### config.mk
export PLATFORM = sky130hd
export DESIGN_NAME = fifo_drain_ctrl
export DESIGN_NICKNAME = d
export VERILOG_FILES = /design/src/rtl/fifo_drain_ctrl.sv
export SDC_FILE = /design/constraint.sdc
export NUM_CORES = 1
export LEC_CHECK = 0
export CORE_MARGIN = 2
export CORE_UTILIZATION = 31
export CTS_CLUSTER_SIZE = 12
export DETAILED_ROUTE_END_ITERATION = 6
export PLACE_DENSITY = 0.57
export SYNTH_ARGS = -nofsm -noshare
export SYNTH_HDL_FRONTEND = slang
export SYNTH_SLANG_ARGS = --single-unit
### constraint.sdc
create_clock -name clk -period 2.7 [get_ports clk]
set_input_delay 0.405 -clock clk [delete_from_list [all_inputs] [get_ports clk]]
set_output_delay 0.405 -clock clk [all_outputs]
set_load 0.005 [all_outputs]
### src/rtl/fifo_drain_ctrl.sv
// fifo_drain_ctrl: reads bursts (or continuous drains) from a FIFO and streams the words on valid/ready.
// Latency: rd_latency cycles from fifo_rd to capture, then one cycle to m_valid.
// Backpressure: reads are credited against buffer space, so m_ready low stalls reads and never drops words.
module fifo_drain_ctrl #(
  parameter int data_width = 8,
  parameter int buf_depth  = 4,
  parameter int rd_latency = 1
) (
  input  logic                  clk,
  input  logic                  rst,
  input  logic                  start,
  input  logic [7:0]            burst_len,
  input  logic                  stop,
  output logic                  fifo_rd,
  input  logic [data_width-1:0] fifo_data,
  input  logic                  fifo_empty,
  input  logic                  fifo_underflow,
  output logic [data_width-1:0] m_data,
  output logic                  m_valid,
  input  logic                  m_ready,
  output logic                  busy,
  output logic                  done,
  output logic [7:0]            rd_count,
  output logic                  err_underflow
);

  localparam int AW = $clog2(buf_depth);
  // Wide enough to hold occupancy plus every read still in flight.
  localparam int CW = $clog2(buf_depth + rd_latency + 1) + 1;

  typedef enum logic [1:0] {S_IDLE, S_DRAIN, S_FLUSH, S_DONE} state_t;

  state_t                state;
  logic [7:0]            remaining;
  logic                  continuous;
  logic [rd_latency-1:0] rd_pipe;
  logic [CW-1:0]         inflight;
  logic [CW-1:0]         occ;
  logic [AW-1:0]         wr_ptr;
  logic [AW-1:0]         rd_ptr;
  logic [data_width-1:0] mem [buf_depth];
  logic                  capture;
  logic                  pop;
  logic                  credit_ok;
  logic                  want_read;

  // A read flag leaving the pipe means fifo_data now carries that read's word.
  assign capture   = rd_pipe[rd_latency-1];
  assign pop       = m_valid && m_ready;
  // Only issue a read if its word is guaranteed a free buffer slot on arrival.
  assign credit_ok = (occ + inflight) < CW'(buf_depth);
  assign want_read = (continuous || (remaining != 8'd0)) && !stop;
  assign fifo_rd   = (state == S_DRAIN) && !fifo_empty && want_read && credit_ok;

  assign m_valid = (occ != '0);
  assign m_data  = mem[rd_ptr];

  // Delay line of issued reads, plus a running count of reads not yet captured.
  always_ff @(posedge clk or negedge rst) begin
    if (!rst) begin
      rd_pipe  <= '0;
      inflight <= '0;
    end else begin
      rd_pipe[0] <= fifo_rd;
      for (int i = 1; i < rd_latency; i++) begin
        rd_pipe[i] <= rd_pipe[i-1];
      end
      inflight <= inflight + CW'(fifo_rd) - CW'(capture);
    end
  end

  // Circular capture buffer: write arriving words at the tail, pop the head on transfer.
  always_ff @(posedge clk or negedge rst) begin
    if (!rst) begin
      wr_ptr <= '0;
      rd_ptr <= '0;
      occ    <= '0;
      for (int i = 0; i < buf_depth; i++) begin
        mem[i] <= '0;
      end
    end else begin
      if (capture) begin
        mem[wr_ptr] <= fifo_data;
        wr_ptr      <= wr_ptr + 1'b1;
      end
      if (pop) begin
        rd_ptr <= rd_ptr + 1'b1;
      end
      occ <= occ + CW'(capture) - CW'(pop);
    end
  end

  // Burst sequencing IDLE -> DRAIN -> FLUSH -> DONE with registered status outputs.
  always_ff @(posedge clk or negedge rst) begin
    if (!rst) begin
      state         <= S_IDLE;
      remaining     <= 8'd0;
      continuous    <= 1'b0;
      rd_count      <= 8'd0;
      err_underflow <= 1'b0;
      busy          <= 1'b0;
      done          <= 1'b0;
    end else begin
      done <= 1'b0;
      if (fifo_underflow) begin
        err_underflow <= 1'b1;
      end
      case (state)
        S_IDLE: begin
          if (start) begin
            remaining     <= burst_len;
            continuous    <= (burst_len == 8'd0);
            rd_count      <= 8'd0;
            // An underflow in the launch cycle still belongs to the new burst.
            err_underflow <= fifo_underflow;
            busy          <= 1'b1;
            state         <= S_DRAIN;
          end
        end
        S_DRAIN: begin
          if (fifo_rd) begin
            if (!continuous) begin
              remaining <= remaining - 8'd1;
            end
            if (rd_count != 8'hFF) begin
              rd_count <= rd_count + 8'd1;
            end
          end
          if (stop || (fifo_rd && !continuous && (remaining == 8'd1))) begin
            state <= S_FLUSH;
          end
        end
        S_FLUSH: begin
          // Wait for every issued word to be captured and handed downstream.
          if ((inflight == '0) && (occ == '0)) begin
            busy  <= 1'b0;
            done  <= 1'b1;
            state <= S_DONE;
          end
        end
        S_DONE: begin
          state <= S_IDLE;
        end
        default: begin
          state <= S_IDLE;
        end
      endcase
    end
  end

endmodule
==> impl_metrics.ini, run 1 <==
[outcome]
run_status = completed

[drt]
drt_iter0_drc = 117
final_antenna_net_count = 0
wl_um = 8550
wl_per_cell_um = 15.4
drc = 0
vias_per_cell = 5.12
vias = 2846
first_pass_iters = 4

[logic_synthesis]
synth_fa_ha_area_share_pct = 8.77
ys_ff_latch = 67
synthesis.area_sq_um = 3740
synth_top_area_cell = dfrtp_1
synth_top_family_by_area = multiplexers
synth_compound_gate_area_share_pct = 11.2
syn_avg_cell_area_sq_um = 11.1
synth_edf_count = 0
synth_area_leaders = dfrtp_1, mux2_2, ha_1
netlist_instances = 336
synth_nets = 384
seq_area_frac_synth_pct = 44.9
synthFlopType = dfrtp_1
synth_top_area_share_pct = 44.9
yosysUniqueCellTypes = 54
yosysWarnings = 0
synth-simple-area-share_pct = 13.0
synth_mux_area_share_pct = 15.6
synthXorXnorAreaFrac_pct = 2.58
async_flop_share_pct = 100

[global_route]
grt_pass1_wl_um = 14300
grt_use_met2_pct = 23.7
gr-max-usage-layer = met2
grt_usage_pct = 14.3
antenna_found_initial = 0
grt_pass1_vias = 2820
overflow = 0
grt_use_met1_pct = 18.2
grt_max_degree = 43
use_met3_pct = 3.72

[floorplan]
dieArea_sq_um = 13000
die_w_um = 114
num_rows = 40
core_sq_um = 11900
pin_count = 44
start_util_pct = 31.4
die-height_um = 114

[finish]
areaGrowthSynthToFinish_pct = 30.5
fillCellCount = 1176
multiInputGateArea_sq_um = 1980
layout_commonest_cell = dfrtp_1
layout-drive-gt1-share_pct = 24.0
antenna_cells = 0
seq_area_sq_um = 1680
final_nets = 452
finish.utilization_pct = 40.9
mostFrequentLayoutCells = dfrtp_1, clkdlybuf4s50_1, mux2_2

[worst_setup_path]
r2r_slack_ps = 140
worst-setup-path-type = register to register
slowest_delay_ps = 450
cpMostUsedCell = buf_4
worstPathMaxFanout = 5
end_kind = register
cp.required_ps = 2900
cp-start-kind = register
cp.arrival_ps = 2760
worstPathCellList = ha_4 > a31oi_4 > xor2_2 > nand4_1 > buf_4 > buf_4 > buf_4 > buf_4 > buf_4 > buf_4 > buf_4 > nor3_1 > nor3_1
slowest_stage = dfrtp_2

[cts]
cts.sinks = 67
cts_hold_buf = 0
cts_buffer_depth = 2
cts.clk_slew.worst_paths_ps = 60
root_buffer = clkbuf_16
htree_num_levels = 3
cts_buffers = 9
cts_tree = yes
insertion_delay_ps = 330

[sta]
post-route-min-period_ps = 2560
skew_ps = 3.74
maxSlewHeadroom_pct = 54.1
slew_viol_final = 0
worst_slew_pin_slew_ps = 688
hold_viol_final = 0
finalSetupTns_ps = 0
finalCritPeriodShare_pct = 94.8
rsz0062_at_grt = no
fmax_ghz = 0.390
setup_violations = 0

[pwr]
peakVddDrop_mv = 0.337
p_leak_nw = 2.06
p_per_area_nw_per_um2 = 1090

[flow_run]
maxCapViolCount = 0

[placed_design]
hpwl_um = 5860
io_buffers = 43
gp_congestion = 0.789

[hold_path]
hp-class = input pin to asynchronous set/reset pin
==> layer usage <==
layer  wire length [um]  share of wire (%)
met1               3780                 44
met2               4260                 50
met3                361                4.2
met4                142                1.7
met5                  0                  0
==> cell families after synthesis <==
group,count (synthesis)
adders and majority gates,25
xor gates and xnor gates,11
and+or+nand+nor,93
buffers and inverters,37
DFF,67
AOI/OAI and AO/OA,59
muxes,44
==> path summary, 6_finish.rpt <==
kind                                      endpoint  cells after the start                     from
min in group clk           err_underflow$_DFF_PN0_                      1  err_underflow$_DFF_PN0_
max reg2reg                rd_count[6]$_DFFE_PN0P_                     13    inflight[1]$_DFF_PN0_
min reg2reg                err_underflow$_DFF_PN0_                      1  err_underflow$_DFF_PN0_
max                        rd_count[6]$_DFFE_PN0P_                     13    inflight[1]$_DFF_PN0_
max in group asynchronous    inflight[1]$_DFF_PN0_                      2                      rst
min                            mem[13]$_DFFE_PN0P_                      1                      rst
==> what timing repair did <==
action	in CTS	in global routing
buffers inserted	9	1
setup endpoints to repair	1	4
pin swaps	3	2
gates resized for setup	11	5
==> sequential cells by signal, indices dropped and copies added, names as in the netlist, 2 cells and up <==
name and flops:
rd_count 8, mem 32, remaining 8, state 2, wr_ptr 2, inflight 4, rd_ptr 2, occ 4
==> Yosys cell counts (3+ instances only) <==
master	count
a21o_1	5
a21oi_1	11
a31oi_1	3
and3_1	5
clkbuf_1	5
dfrtp_1	67
ha_1	23
inv_1	28
mux2_2	34
mux4_2	8
nand2_1	24
nand2b_1	3
nand3_1	12
nand4_1	5
nor2_1	15
nor3_1	7
nor4_1	4
o21ai_0	15
or3_1	4
or4_1	4
xnor2_1	5
xor2_1	6
==> worst max-delay path: cells and delay by family, from the launching register on <==
family,cells,cell delay [ps]
buffers and inverters,7,900
DFF,1,450
AOI/OAI and AO/OA,1,230
adders and majority gates,1,260
xor gates and xnor gates,1,170
and+or+nand+nor,3,400
==> metrics by stage <==
stage / power [mW] / hold slack (ps) / setup WS [ps] / std cells / area [sq um]
after floorplan: 3.09 / 109 / 256 / 336 / 3740
after global placement: 3.78 / 470 / 116 / 530 / 4410
after detailed placement: 3.84 / 473 / 116 / 530 / 4410
after CTS: 5.29 / 118 / 94.3 / 555 / 4840
after global routing: 5.69 / 147 / 2.30 / 556 / 4880
final: 5.29 / 117 / 139 / 556 / 4880
==> area by class of cell <==
type	count	share of cell area [%]
clock buffers	10	4.70
clock inverters	6	1.85
inverters	28	2.16
multi-input cells	232	40.6
flip-flops and latches	67	34.4
well taps	147	3.77
repair buffers	66	12.5
==> report_power, final <==
part	switching [mW]	internal (mW)
combinational	1.09	1.28
clock	0.450	0.810
sequential	0.306	1.36
total	1.85	3.44
Note: power is estimated with default switching activity, not from simulation.
==> inputs of run 2 (changes only) <==
- CAP_MARGIN: default -> 0
- SKIP_CTS_REPAIR_TIMING: default -> 1
==> run 2 against run 1 <==
  * Non-clock buffer count down 7
  * Sequential share of layout area up 0.41 points
  * Clock skew about the same
  * Worst hold slack worse by 1.1 ps
  * Cell area down 1.2%
  * Critical path type unchanged
  * Largest cell class unchanged
  * Highest routed layer unchanged
==> impl_metrics.ini, run 2 (synthesis results as in run 1) <==
[outcome]
run_status = completed

[finish]
layout-drive-gt1-share_pct = 22.4
final_nets = 445
top_regs = mem x32, rd_count x8, remaining x8
seq_area_sq_um = 1680
largest_reg_flops = 32
antenna_cells = 0
mostFrequentLayoutCells = dfrtp_1, clkdlybuf4s50_1, mux2_2
fillCellCount = 1180
areaGrowthSynthToFinish_pct = 28.9
layout_commonest_cell = dfrtp_1
finish.utilization_pct = 40.5
final_area_sq_um = 4820
largest_register = mem
multiInputGateArea_sq_um = 1970
final_cells = 549

[floorplan]
die-height_um = 114
start_util_pct = 31.4
num_rows = 40
core_sq_um = 11900
dieArea_sq_um = 13000
pin_count = 44
die_w_um = 114

[pwr]
comb_power_share_pct = 44.2
swShare_pct = 35.1
p_switching_mw = 1.84
p_int_mw = 3.40
peakVddDrop_mv = 0.337
p_clk_share_pct = 24.0
p_leak_nw = 2.04
power.total_mw = 5.24
p_seq_share_pct = 31.8
p_per_area_nw_per_um2 = 1090

[placed_design]
hpwl_um = 5860
io_buffers = 43
dp.cells = 530
dpl_worst_slack_ps = 116
gp_congestion = 0.789
place_area_sq_um = 4410

[drt]
final_antenna_net_count = 0
vias = 2823
wl_met2_um = 4160
vias_per_cell = 5.14
wl_met3_um = 362
first_pass_iters = 4
drc = 0
wl_um = 8470
wl_met1_um = 3800
wl_per_cell_um = 15.4
routed.top_layer = met4
drt_iter0_drc = 126

[cts]
insertion_delay_ps = 330
cts.sinks = 67
htree_num_levels = 3
cts_buffers = 9
cts_buffer_depth = 2
root_buffer = clkbuf_16
cts_tree = yes
cts.clk_slew.worst_paths_ps = 60

[sta]
whs_ps = 116
maxSlewHeadroom_pct = 54.4
hold_viol_final = 0
fmax_ghz = 0.403
setup_violations = 0
finalCritPeriodShare_pct = 91.8
finalSetupTns_ps = 0
skew_ps = 3.96
rsz0062_at_grt = no
post-route-min-period_ps = 2480
worst_slew_pin_slew_ps = 685
slew_viol_final = 0
final.setup.worst_slack_ps = 221

[global_route]
grt_pass1_vias = 2771
grt_pass1_wl_um = 14100
grt_usage_pct = 14.1
grt_max_degree = 43
antenna_found_initial = 0
overflow = 0

[worst_setup_path]
worstPathCellList = inv_1 > ha_1 > or3b_1 > or4b_1 > a21o_1 > a21oi_1 > mux2_2
end_kind = register
cp-start-kind = register
cp.arrival_ps = 2690
worstPathMaxFanout = 3
crit_family = simple AND/OR/NAND/NOR gates
critPathBufInv = 1
slowest_delay_ps = 560
slowest_stage = or4b_1
worst-setup-path-type = register to register
cp.required_ps = 2910

[hold_path]
hp-class = input pin to asynchronous set/reset pin

[flow_run]
maxCapViolCount = 0
-- run 2: changes by cell type in the layout (fill, tap and decap cells not counted) --
cell | previous run | this run
ha_2 | 1 | 0
dlygate4sd2_1 | 1 | 0
ha_1 | 20 | 21
dlymetal6s2s_1 | 0 | 1
nor3b_4 | 1 | 0
nor3b_2 | 0 | 1
buf_4 | 22 | 15
-- run 2: worst reg2reg max path, stage by stage (launching register included) --
cell and delay [ps]:
dfrtp_1 410, inv_1 100, ha_1 150, or3b_1 390, or4b_1 560, a21o_1 210
a21oi_1 180, mux2_2 360
-- run 2: layout make-up --
class,count,share of cell area (%)
clock inverter,6,1.87
tap,147,3.82
multi-input combinational,232,40.9
sequential,67,34.8
clock buffer,10,4.75
inverter,28,2.18
timing repair buffer,59,11.6
-- run 2: power by group through the flow --
stage	logic [mW]	clock network (mW)	registers, mW
2_1_floorplan	1.53	0	1.56
3_3_place_gp	2.13	0	1.64
3_5_place_dp	2.19	0	1.66
4_1_cts	2.20	1.30	1.65
5_1_grt	2.58	1.34	1.72
6_report	2.32	1.26	1.67
-- run 2: per-layer routing --
layer / GRT usage [%] / vias up
li1: - / 1346
met1: 18.2 / 1393
met2: 23.0 / 74
met3: 3.72 / 10
met4: 5.12 / 0
met5: 0 / -
-- run 2: final timing paths --
check / start / to / slack (ps) / cells past startpoint
worst max-delay path: occ[2]$_DFF_PN0_ / state[1]$_DFFE_PN0P_ / 220 / 7
min in group clk: err_underflow$_DFF_PN0_ / err_underflow$_DFF_PN0_ / 480 / 1
worst min-delay path: rst / mem[13]$_DFFE_PN0P_ / 120 / 1
max in group asynchronous: rst / inflight[1]$_DFF_PN0_ / 1910 / 2
worst max register to register: occ[2]$_DFF_PN0_ / state[1]$_DFFE_PN0P_ / 220 / 7
worst min register to register: err_underflow$_DFF_PN0_ / err_underflow$_DFF_PN0_ / 480 / 1
